### src/rtl/fnd_scan_if.sv
// Segment-vector input and scanned display outputs of the FND scan driver.
// The master side supplies digit patterns; the slave side drives the display pins.
interface fnd_scan_if;
    logic [41:0] i_six_digit_seg;
    logic [5:0]  i_dp;
    logic [7:0]  o_seg;
    logic [5:0]  o_seg_enb;
    logic        o_frame_tick;

    modport master (
        output i_six_digit_seg,
        output i_dp,
        input  o_seg,
        input  o_seg_enb,
        input  o_frame_tick
    );

    modport slave (
        input  i_six_digit_seg,
        input  i_dp,
        output o_seg,
        output o_seg_enb,
        output o_frame_tick
    );
endinterface

### src/rtl/fnd_scan.sv
// Time-multiplexed 6-digit 7-segment scan driver with per-slot blanking and per-frame input capture.
// Outputs are registered one cycle behind the slot counter; free-running, with no backpressure.
module fnd_scan #(
    parameter int SCAN_DIV  = 50000,
    parameter int BLANK_CYC = 16
) (
    input  logic        clk,
    input  logic        rst,
    fnd_scan_if.slave   bus
);
    localparam int CW = (SCAN_DIV > 1) ? $clog2(SCAN_DIV) : 1;
    localparam logic [CW-1:0] CNT_LAST = CW'(SCAN_DIV - 1);

    logic [CW-1:0] cnt_q, cnt_d;
    logic [2:0]    dig_q, dig_d;
    logic [41:0]   shadow_q, shadow_d;
    logic [5:0]    shadow_dp_q, shadow_dp_d;
    logic          load_pend_q, load_pend_d;
    logic [7:0]    seg_q, seg_d;
    logic [5:0]    seg_enb_q, seg_enb_d;
    logic          frame_tick_q, frame_tick_d;

    logic          cnt_last;
    logic          capture;
    logic          blank;
    logic [6:0]    dig_pat;
    logic          dig_dp;

    generate
        if (BLANK_CYC > 0) begin : g_blank
            localparam logic [CW-1:0] BLANK_W = CW'(BLANK_CYC);
            assign blank = (cnt_q < BLANK_W);
        end else begin : g_no_blank
            assign blank = 1'b0;
        end
    endgenerate

    // Segment pattern and decimal point of the digit currently being strobed.
    always_comb begin
        dig_pat = 7'd0;
        dig_dp  = 1'b0;
        case (dig_q)
            3'd0: begin dig_pat = shadow_q[41:35]; dig_dp = shadow_dp_q[5]; end
            3'd1: begin dig_pat = shadow_q[34:28]; dig_dp = shadow_dp_q[4]; end
            3'd2: begin dig_pat = shadow_q[27:21]; dig_dp = shadow_dp_q[3]; end
            3'd3: begin dig_pat = shadow_q[20:14]; dig_dp = shadow_dp_q[2]; end
            3'd4: begin dig_pat = shadow_q[13:7];  dig_dp = shadow_dp_q[1]; end
            3'd5: begin dig_pat = shadow_q[6:0];   dig_dp = shadow_dp_q[0]; end
            default: begin dig_pat = 7'd0; dig_dp = 1'b0; end
        endcase
    end

    always_comb begin
        cnt_last = (cnt_q == CNT_LAST);
        capture  = load_pend_q || (cnt_last && (dig_q == 3'd5));

        cnt_d = cnt_last ? '0 : cnt_q + CW'(1);
        dig_d = dig_q;
        if (cnt_last) begin
            dig_d = (dig_q == 3'd5) ? 3'd0 : dig_q + 3'd1;
        end

        shadow_d     = shadow_q;
        shadow_dp_d  = shadow_dp_q;
        load_pend_d  = load_pend_q;
        frame_tick_d = capture;
        if (capture) begin
            shadow_d    = bus.i_six_digit_seg;
            shadow_dp_d = bus.i_dp;
            load_pend_d = 1'b0;
        end

        // Enable and segments come from the same registers, so they always switch together.
        if (blank) begin
            seg_enb_d = 6'd0;
            seg_d     = 8'd0;
        end else begin
            seg_enb_d = 6'b100000 >> dig_q;
            seg_d     = {dig_pat, dig_dp};
        end
    end

    always_ff @(posedge clk) begin
        if (rst) begin
            cnt_q        <= '0;
            dig_q        <= 3'd0;
            shadow_q     <= 42'd0;
            shadow_dp_q  <= 6'd0;
            load_pend_q  <= 1'b1;
            seg_q        <= 8'd0;
            seg_enb_q    <= 6'd0;
            frame_tick_q <= 1'b0;
        end else begin
            cnt_q        <= cnt_d;
            dig_q        <= dig_d;
            shadow_q     <= shadow_d;
            shadow_dp_q  <= shadow_dp_d;
            load_pend_q  <= load_pend_d;
            seg_q        <= seg_d;
            seg_enb_q    <= seg_enb_d;
            frame_tick_q <= frame_tick_d;
        end
    end

    assign bus.o_seg        = seg_q;
    assign bus.o_seg_enb    = seg_enb_q;
    assign bus.o_frame_tick = frame_tick_q;
endmodule
### src/flat_wrapper.sv
// flat-port wrapper written by rule: the top's interface ports become plain ports
module fnd_scan_flat 
#(
    parameter int SCAN_DIV  = 50000,
    parameter int BLANK_CYC = 16
)
  (clk, rst, bus_i_six_digit_seg, bus_i_dp, bus_o_seg, bus_o_seg_enb, bus_o_frame_tick);
  fnd_scan_if bus_i ();
  input  logic clk;
  input  logic rst;
  input wire logic [$bits(bus_i.i_six_digit_seg)-1:0] bus_i_six_digit_seg;
  input wire logic [$bits(bus_i.i_dp)-1:0] bus_i_dp;
  output wire logic [$bits(bus_i.o_seg)-1:0] bus_o_seg;
  output wire logic [$bits(bus_i.o_seg_enb)-1:0] bus_o_seg_enb;
  output wire logic [$bits(bus_i.o_frame_tick)-1:0] bus_o_frame_tick;
  assign bus_i.i_six_digit_seg = bus_i_six_digit_seg;
  assign bus_i.i_dp = bus_i_dp;
  assign bus_o_seg = bus_i.o_seg;
  assign bus_o_seg_enb = bus_i.o_seg_enb;
  assign bus_o_frame_tick = bus_i.o_frame_tick;
  fnd_scan #(.SCAN_DIV(SCAN_DIV), .BLANK_CYC(BLANK_CYC)) u_core (.clk(clk), .rst(rst), .bus(bus_i));
endmodule
### config.mk
export PLATFORM = sky130hd
export DESIGN_NAME = fnd_scan_flat
export DESIGN_NICKNAME = d
export VERILOG_FILES = /design/src/rtl/fnd_scan_if.sv /design/src/rtl/fnd_scan.sv /design/src/flat_wrapper.sv
export SDC_FILE = /design/constraint.sdc
export NUM_CORES = 1
export LEC_CHECK = 0
export ABC_CLOCK_PERIOD_IN_PS = 2100
export CAP_MARGIN = 5
export CORE_UTILIZATION = 55
export DETAILED_ROUTE_END_ITERATION = 10
export GPL_TIMING_DRIVEN = 0
export MAX_ROUTING_LAYER = met4
export PLACE_DENSITY = 0.8
export SLEW_MARGIN = 20
export SYNTH_ARGS = -nofsm -noshare
export SYNTH_HDL_FRONTEND = slang
export SYNTH_SLANG_ARGS = --single-unit
export TNS_END_PERCENT = 50
### constraint.sdc
create_clock -name clk -period 2.1 [get_ports clk]
set_input_delay 0.525 -clock clk [delete_from_list [all_inputs] [get_ports clk]]
set_output_delay 0.525 -clock clk [all_outputs]
set_load 0.1 [all_outputs]
## Yosys cells after proc, flatten, opt, wreduce, memory -nomap -nowiden

Cells that the tools add are included.

| operators by class | value |
|---|---|
| bitwise logic cells | 0 |
| shifts and indexed selects | 1 |
| add/sub/neg operators | 2 |
| reduce and logical (&&, ||, !) cells | 5 |
| multiply operators | 0 |
| multiplexer cells | 3 |
| divide/modulo/power cells | 0 |
| eq/ne operators | 6 |
| $lt $le $gt $ge | 1 |

Operators with widths:

| operator | number |
|---|---|
| 7-bit one-hot mux with 6 select lines | 1 |
| 16-bit by 1-bit adder with 16-bit output (second input constant) | 1 |
| 16-bit equality test (second input constant) | 1 |
| 16-bit by 5-bit less-than comparator with 1-bit output (second input constant) | 1 |
| 3-bit by 2-bit equality test with 1-bit output (second input constant) | 2 |
| 3-bit equality test (second input constant) | 2 |
| 1-bit one-hot mux with 6 select lines | 1 |
| 6-bit by 3-bit right shift with 6-bit output (first input constant) | 1 |
| 2-bit OR reduction | 2 |
| 3-bit by 1-bit adder with 3-bit output (second input constant) | 1 |
| 3-bit by 1-bit equality test with 1-bit output (second input constant) | 1 |
| 3-bit zero test | 1 |
| 3-bit 2-to-1 mux | 1 |
| 1-bit logical AND | 1 |
| 1-bit logical OR | 1 |

| word-level totals | value |
|---|---|
| bits in latches | 0 |
| bits of input ports | 50 |
| logic and storage cells | 26 |
| register bits | 83 |
| ROM bits | 0 |
| memories kept | 0 |
| RAM bits | 0 |

## Longest topological paths before layout

Gate-level depths: netlist (run 1).

| depth | value |
|---|---|
| word-level depth | 3 |
| depth in mapped cells | 9 |

## Worst setup path after synthesis (run 1)

No wires, ideal clock.

| path | value |
|---|---|
| path kind | reg-to-reg |
| start | reg u_core.cnt_q[0] |
| end | reg u_core.shadow_dp_q[0] |
| library setup time | 0.134 ns |
| cell stages (with the launch flop) | 8 |
| arrival time | 1.555 ns |
| buffers on the path | 2 |
| slack | 0.411 ns |
| clock period less this slack | 1.689 ns |
| data required time | 1.966 ns |
| path through | dfxtp_1 -> ha_1 -> and4_1 -> and4_4 -> buf_12 -> buf_12 -> mux2i_1 -> o211ai_1 |

| between the ends | value |
|---|---|
| cells in the longest elaborated chain, start to end | 3 |

Ends and longest elaborated chain:

| item | RTL line | text |
|---|---|---|
| start: declaration | fnd_scan.sv:14 | `logic [CW-1:0] cnt_q, cnt_d;` |
| start signal: assignment | fnd_scan.sv:94 | `cnt_q <= cnt_d;` |
| 16-bit equality test | fnd_scan.sv:54 | `cnt_last = (cnt_q == CNT_LAST);` |
| 1-bit logical AND | fnd_scan.sv:55 | `capture = load_pend_q \|\| (cnt_last && (dig_q == 3'd5));` |
| 1-bit logical OR | fnd_scan.sv:55 |  |
| end signal: assignment | fnd_scan.sv:97 | `shadow_dp_q <= shadow_dp_d;` |
| end: declaration | fnd_scan.sv:17 | `logic [5:0] shadow_dp_q, shadow_dp_d;` |

No other way between the ends.
A chain may end at the register's enable or synchronous reset.

## Worst setup path after layout (run 1)

| path | value |
|---|---|
| start | reg u_core.seg_enb_q[4], in the netlist u_core.bus.o_seg_enb[4] |
| end | out bus_o_seg_enb[4] |

RTL lines:

| item | RTL line | text |
|---|---|---|
| start: declaration | fnd_scan.sv:20 | `logic [5:0] seg_enb_q, seg_enb_d;` |
| start signal: assignment | fnd_scan.sv:100 | `seg_enb_q <= seg_enb_d;` |
| end: declaration | flat_wrapper.sv:14 | `output wire logic [$bits(bus_i.o_seg_enb)-1:0] bus_o_seg_enb;` |

No word-level cell between the ends.

==> impl_metrics.py, run 1 <==
metrics = {
    "yosys": {
        "yosys_warnings": 0,
        "yosysSeqAreaShare_pct": 34.2,
        "synth_flop_cell": "dfxtp_1",
        "synth.distinct_cells": 48,
        "async_flop_share_pct": 0,
        "synth_edf_count": 0,
        "syn_nets": 622,
        "syn_area_um2": 4860,
        "syn_inst": 570,
        "ys_ff_latch": 83,
        "syn_avg_cell_area_um2": 8.53,
    },
    "cts": {
        "cts_setup_buffers": 0,
        "cts_root_buffer": "clkbuf_8",
        "numClockSinks": 83,
        "ctsHtreeMaxLevel": 3,
        "cts_buffer_depth": 2,
        "cts.clk_slew.worst_paths_ns": 0.08,
        "cts_buffers": 9,
        "clk_latency_ns": 0.36,
        "tritoncts": "done",
    },
    "grt": {
        "grt_max_degree": 14,
        "grt_pass1_wl_mm": 22.0,
        "grt_overflow_total": 0,
        "first_global_vias": 4388,
        "grt_antenna_before_repair": 0,
        "grt_use_total_pct": 32.1,
    },
    "placed_design": {
        "globalplace.congestion": 0.914,
        "hpwlAfterDp_mm": 9.66,
        "placedCellCount": 738,
        "place_ws_ns": -0.0916,
        "io_buffers": 63,
    },
    "detailed_routing": {
        "num_vias": 4600,
        "dr.first_iter.drc_count": 343,
        "firstDrtPassIters": 5,
        "ant_nets": 0,
        "viasPerCell": 6.12,
        "wl_per_cell_um": 18.0,
        "routed_wl_mm": 13.6,
        "post-route-drc-count": 0,
    },
    "floorplanning": {
        "dieHeight_um": 96.0,
        "rows": 33,
        "start_util_pct": 58.0,
        "core_um2": 8380,
        "die_width_um": 96.0,
        "dieArea_um2": 9220,
        "num_io_pins": 65,
    },
    "critical_path": {
        "cpPeakStageDelay_ns": 0.85,
        "cp_max_fo": 1,
        "ff2ff_path_depth": 5,
        "cpMaxStageDelayCell": "dlygate4sd2_1",
        "critPathLaunchType": "register",
        "crit_path_end_kind": "output port",
        "path_class": "register to output port",
        "worst_r2r_startpoint": "u_core.dig_q[2]",
        "crit_buf_inv": 1,
        "worstPathRequired_ns": 1.57,
        "rrSetupSlack_ns": 0.16,
        "worstPathArrival_ns": 1.52,
        "critPathTopFamily": "buffers and inverters",
        "worstPathCellList": "dlygate4sd2_1",
        "reg2reg_to": "u_core.bus.o_seg[1]",
    },
    "pwr": {
        "peakVddDrop_v": 0.000380,
        "powerDensity_nw_per_um2": 568,
        "power_mw": 3.29,
        "p_leak_nw": 1.83,
    },
    "layout": {
        "drive_gt1_share_pct": 7.26,
        "syn_to_final_growth_pct": 19.0,
        "final_nets": 695,
        "layout_commonest_cell": "nand2_1",
        "fin_cells": 752,
        "postLayoutCoreUtil_pct": 69.1,
        "layout_common_cells": "nand2_1, nor3b_1, dfxtp_1",
        "antennaDiodeCount": 0,
    },
    "timing": {
        "max_freq_ghz": 0.489,
        "final_hold_viol_count": 0,
        "relSlewSlack_pct": 36.2,
        "setup_violations": 0,
        "min_period_ns": 2.05,
        "fin_setup_tns_ns": 0,
        "slew_violations": 0,
        "finalCritPeriodShare_pct": 97.5,
        "fin_skew_ns": 0.0103,
        "fin_ws_ns": 0.0532,
        "rsz0062_at_grt": "no",
        "worst_pin_slew_ns": 0.960,
    },
    "min_path": {
        "hold_start": "u_core.cnt_q[0]",
        "hold_class": "register to register",
        "hold_depth": 1,
        "holdPathEnd": "u_core.cnt_q[0]",
    },
    "outcome": {
        "status": "finished clean",
    },
    "run": {
        "maxCapViolations": 0,
    },
}
-- registers in the layout, summed over array words and instances, names as in the netlist --
register                 flops
u_core.bus.o_frame_tick      1
u_core.load_pend_q           1
u_core.shadow_q             42
u_core.cnt_q                16
u_core.dig_q                 3
u_core.bus.o_seg             8
u_core.shadow_dp_q           6
u_core.bus.o_seg_enb         6
-- timing repair --
item	in CTS	in global routing
resized for setup	16	2
hold buffers	0	0
setup endpoints to repair	22	8
-- power breakdown --
part / switching (mW) / internal (mW) / total [mW] / leakage, nW
Sequential: 0.0697 / 1.67 / 1.74 / 0.682
Clock: 0.580 / 0.540 / 1.12 / 0.0881
Combinational: 0.211 / 0.220 / 0.431 / 1.06
-- per-stage QoR --
step | area [µm²] | hold WS [ns]
2_1_floorplan | 4860 | 0.430
3_3_place_gp | 5620 | 0.448
3_5_place_dp | 5620 | 0.468
4_1_cts | 5790 | 0.485
5_1_grt | 5790 | 0.512
6_report | 5790 | 0.486
-- kinds of logic after synthesis --
logic type	share of synthesized area (%)
simple gates	31.6
flops	34.2
compound gates	12.7
buf+inv	7.23
mux	11.2
xor+xnor	2.52
fa+ha+maj	0.515
-- worst max path at each step --
stage,slack [ns],cells past startpoint,endpoint,from
floorplan,0.41,7,u_core.shadow_dp_q[0],u_core.cnt_q[0]
global placement,-0.08,9,u_core.bus.o_seg[0],u_core.dig_q[1]
detailed placement,-0.09,9,u_core.bus.o_seg[0],u_core.dig_q[1]
CTS,0.03,1,bus_o_seg_enb[1],u_core.bus.o_seg_enb[1]
global route,0.001,1,bus_o_seg[2],u_core.bus.o_seg[2]
finish,0.05,1,bus_o_seg_enb[4],u_core.bus.o_seg_enb[4]
-- final cells by class --
cell class / count / area [µm²]
Multi-Input combinational cell: 425 / 2850
Fill cell: 692 / 2590
Sequential cell: 83 / 1660
Timing Repair Buffer: 63 / 614
Buffer: 56 / 330
Tap cell: 105 / 131
Clock buffer: 10 / 128
Clock inverter: 5 / 55.1
Inverter: 5 / 18.8
-- Yosys cell counts, types with 2 or more instances --
cell type,number,area [µm²]
nand2_1,108,405
nor3b_1,97,728
dfxtp_1,83,1660
mux2i_1,50,500
o211ai_1,48,360
clkbuf_1,36,135
nor2_1,27,101
nor4_1,11,68.8
buf_2,9,45.0
xnor2_1,9,78.8
a21oi_1,7,35.0
a22oi_1,6,45.0
buf_12,6,120
nand4_1,5,31.3
xor2_1,5,43.8
inv_1,4,15.0
nor2b_1,4,25.0
a21o_1,3,22.5
and3_1,3,18.8
and4_1,3,26.3
nand3_1,3,15.0
nor3_1,3,15.0
o221a_2,3,33.8
a21oi_2,2,17.5
a222oi_1,2,20.0
a22o_1,2,17.5
a31oi_1,2,12.5
a32oi_1,2,17.5
buf_1,2,7.51
buf_4,2,15.0
clkbuf_2,2,10.0
ha_1,2,25.0
mux2_2,2,22.5
o2bb2ai_1,2,17.5
or3_1,2,12.5
-- layer usage --
layer | up-vias | share of wire (%) | global-route usage (%)
met3 | 35 | 6.5 | 5.61
met4 | 0 | 2.3 | 9.45
li1 | 2189 | - | -
met5 | - | 0 | -
met2 | 192 | 47 | 50.9
met1 | 2184 | 44 | 41.8
Power figures use the tool's default switching activity.
==> run 2, diff against run 1 <==
--- a/config.mk
+++ b/config.mk
@@ -10,6 +10,7 @@
 export CORE_UTILIZATION = 55
 export DETAILED_ROUTE_END_ITERATION = 10
 export GPL_TIMING_DRIVEN = 0
+export HOLD_SLACK_MARGIN = 0.12
 export MAX_ROUTING_LAYER = met4
 export PLACE_DENSITY = 0.8
 export SLEW_MARGIN = 20
==> constraint.sdc (replaced) <==
create_clock -name clk -period 2.1 [get_ports clk]
set_input_delay 0.525 -clock clk [delete_from_list [all_inputs] [get_ports clk]]
set_output_delay 0.525 -clock clk [all_outputs]
set_load 0.05 [all_outputs]
==> impl_metrics.py, run 2 (synthesis gave the netlist of run 1 again) <==
metrics = {
    "pwr": {
        "power_mw": 3.28,
        "peakVddDrop_v": 0.000384,
        "powerDensity_nw_per_um2": 566,
        "p_leak_nw": 1.77,
    },
    "layout": {
        "syn_to_final_growth_pct": 19.4,
        "largest_register_ff_count": 42,
        "regMostFlops": "u_core.shadow_q",
        "antennaDiodeCount": 0,
        "drive_gt1_share_pct": 7.42,
        "fill_cells": 683,
        "final_nets": 695,
        "layout_commonest_cell": "nand2_1",
        "postLayoutCoreUtil_pct": 69.3,
        "layout_common_cells": "nand2_1, nor3b_1, dfxtp_1",
    },
    "cts": {
        "cts_root_buffer": "clkbuf_8",
        "cts.repair.resized": 0,
        "cts_setup_buffers": 0,
        "cts_buffers": 9,
        "cts_hold_buffers": 0,
        "numClockSinks": 83,
        "cts.clk_slew.worst_paths_ns": 0.08,
        "ctsHtreeMaxLevel": 3,
        "cts_buffer_depth": 2,
        "tritoncts": "done",
        "clk_latency_ns": 0.36,
    },
    "timing": {
        "final_hold_viol_count": 0,
        "slew_violations": 0,
        "worst_pin_slew_ns": 0.763,
        "setup_violations": 0,
        "finalCritPeriodShare_pct": 95.2,
        "rsz0062_at_grt": "yes",
        "relSlewSlack_pct": 48.7,
        "max_freq_ghz": 0.500,
        "min_period_ns": 2.00,
        "fin_skew_ns": 0.0116,
    },
    "critical_path": {
        "cpPeakStageDelay_ns": 0.80,
        "cp_max_fo": 1,
        "worstPathArrival_ns": 1.47,
        "cp-endpoint": "bus_o_seg_enb[1]",
        "critPathLaunchType": "register",
        "path_class": "register to output port",
        "ff2ff_path_depth": 6,
        "critical_path_depth": 1,
        "worstPathRequired_ns": 1.57,
        "startpoint": "u_core.bus.o_seg_enb[1]",
        "crit_buf_inv": 1,
        "critPathTopFamily": "buffers and inverters",
        "rrSetupSlack_ns": 0.16,
        "reg2reg_to": "u_core.bus.o_seg[4]",
        "cpMaxStageDelayCell": "clkdlybuf4s50_1",
        "worst_r2r_startpoint": "u_core.dig_q[2]",
        "worstPathCellList": "clkdlybuf4s50_1",
        "crit_path_end_kind": "output port",
    },
    "grt": {
        "grt_antenna_before_repair": 0,
        "grt_use_total_pct": 31.9,
        "first_global_vias": 4360,
        "grt_max_degree": 19,
        "grt_pass1_wl_mm": 21.9,
        "grt_overflow_total": 0,
    },
    "run": {
        "maxCapViolations": 0,
    },
    "floorplanning": {
        "die_width_um": 96.0,
        "dieHeight_um": 96.0,
        "start_util_pct": 58.0,
        "num_io_pins": 65,
        "rows": 33,
        "core_um2": 8380,
        "dieArea_um2": 9220,
    },
    "detailed_routing": {
        "num_vias": 4615,
        "routed_wl_mm": 13.5,
        "ant_nets": 0,
        "dr.first_iter.drc_count": 352,
        "viasPerCell": 6.14,
        "firstDrtPassIters": 5,
        "post-route-drc-count": 0,
        "wl_per_cell_um": 17.9,
    },
    "min_path": {
        "hold_class": "register to register",
    },
    "placed_design": {
        "hpwlAfterDp_mm": 9.66,
        "io_buffers": 63,
        "globalplace.congestion": 0.914,
    },
    "outcome": {
        "status": "finished clean",
    },
}
-- run 2: changes by cell type in the layout (fill, tap and decap cells not counted) --
cell,previous run,this run
clkbuf_1,36,34
clkdlybuf4s50_1,48,63
dlygate4sd2_1,13,0
clkbuf_2,3,4
buf_1,1,2
clkdlybuf4s15_1,2,0
-- run 2: area by class of cell --
class | instances | area (µm²) | area share, %
repair buffers | 63 | 631 | 10.9
multi-input cells | 425 | 2850 | 49.1
clock buffers | 10 | 128 | 2.20
well taps | 105 | 131 | 2.26
inverters | 5 | 18.8 | 0.323
clock inverters | 5 | 55.1 | 0.948
plain buffers | 56 | 332 | 5.71
flip-flops and latches | 83 | 1660 | 28.6
-- run 2: metrics by stage --
stage / setup slack, ns / instances / area, µm² / TNS (ns) / hold WS [ns]
floorplan: 0.411 / 570 / 4860 / 0 / 0.430
finish: 0.101 / 752 / 5810 / 0 / 0.488
global route: -0.0138 / 752 / 5810 / -0.0138 / 0.512
CTS: 0.0804 / 752 / 5800 / 0 / 0.485
global placement: -0.0785 / 738 / 5620 / -0.193 / 0.448
detailed placement: -0.0916 / 738 / 5620 / -0.308 / 0.468
-- run 2: routing by layer --
layer	up-vias	routed length, µm	GRT usage [%]
met3	28	805	5.37
met2	191	6410	50.9
met4	0	252	9.08
met5	-	0	-
li1	2201	-	-
met1	2195	6020	41.5
-- run 2: worst min path at each step --
stage                     from         endpoint  slack [ns]  cells past startpoint
2_1_floorplan  u_core.cnt_q[0]  u_core.cnt_q[0]        0.43                      1
3_3_place_gp   u_core.cnt_q[0]  u_core.cnt_q[0]        0.45                      1
3_5_place_dp   u_core.cnt_q[0]  u_core.cnt_q[0]        0.47                      1
4_1_cts        u_core.cnt_q[0]  u_core.cnt_q[0]        0.49                      1
5_1_grt        u_core.cnt_q[0]  u_core.cnt_q[0]        0.51                      1
6_report       u_core.cnt_q[0]  u_core.cnt_q[0]        0.49                      1
-- run 2: power by group --
part | switching, mW | internal [mW] | leakage (nW)
Combinational | 0.207 | 0.221 | 0.998
Sequential | 0.0701 | 1.67 | 0.682
Clock | 0.581 | 0.540 | 0.0881
Total | 0.858 | 2.43 | 1.77
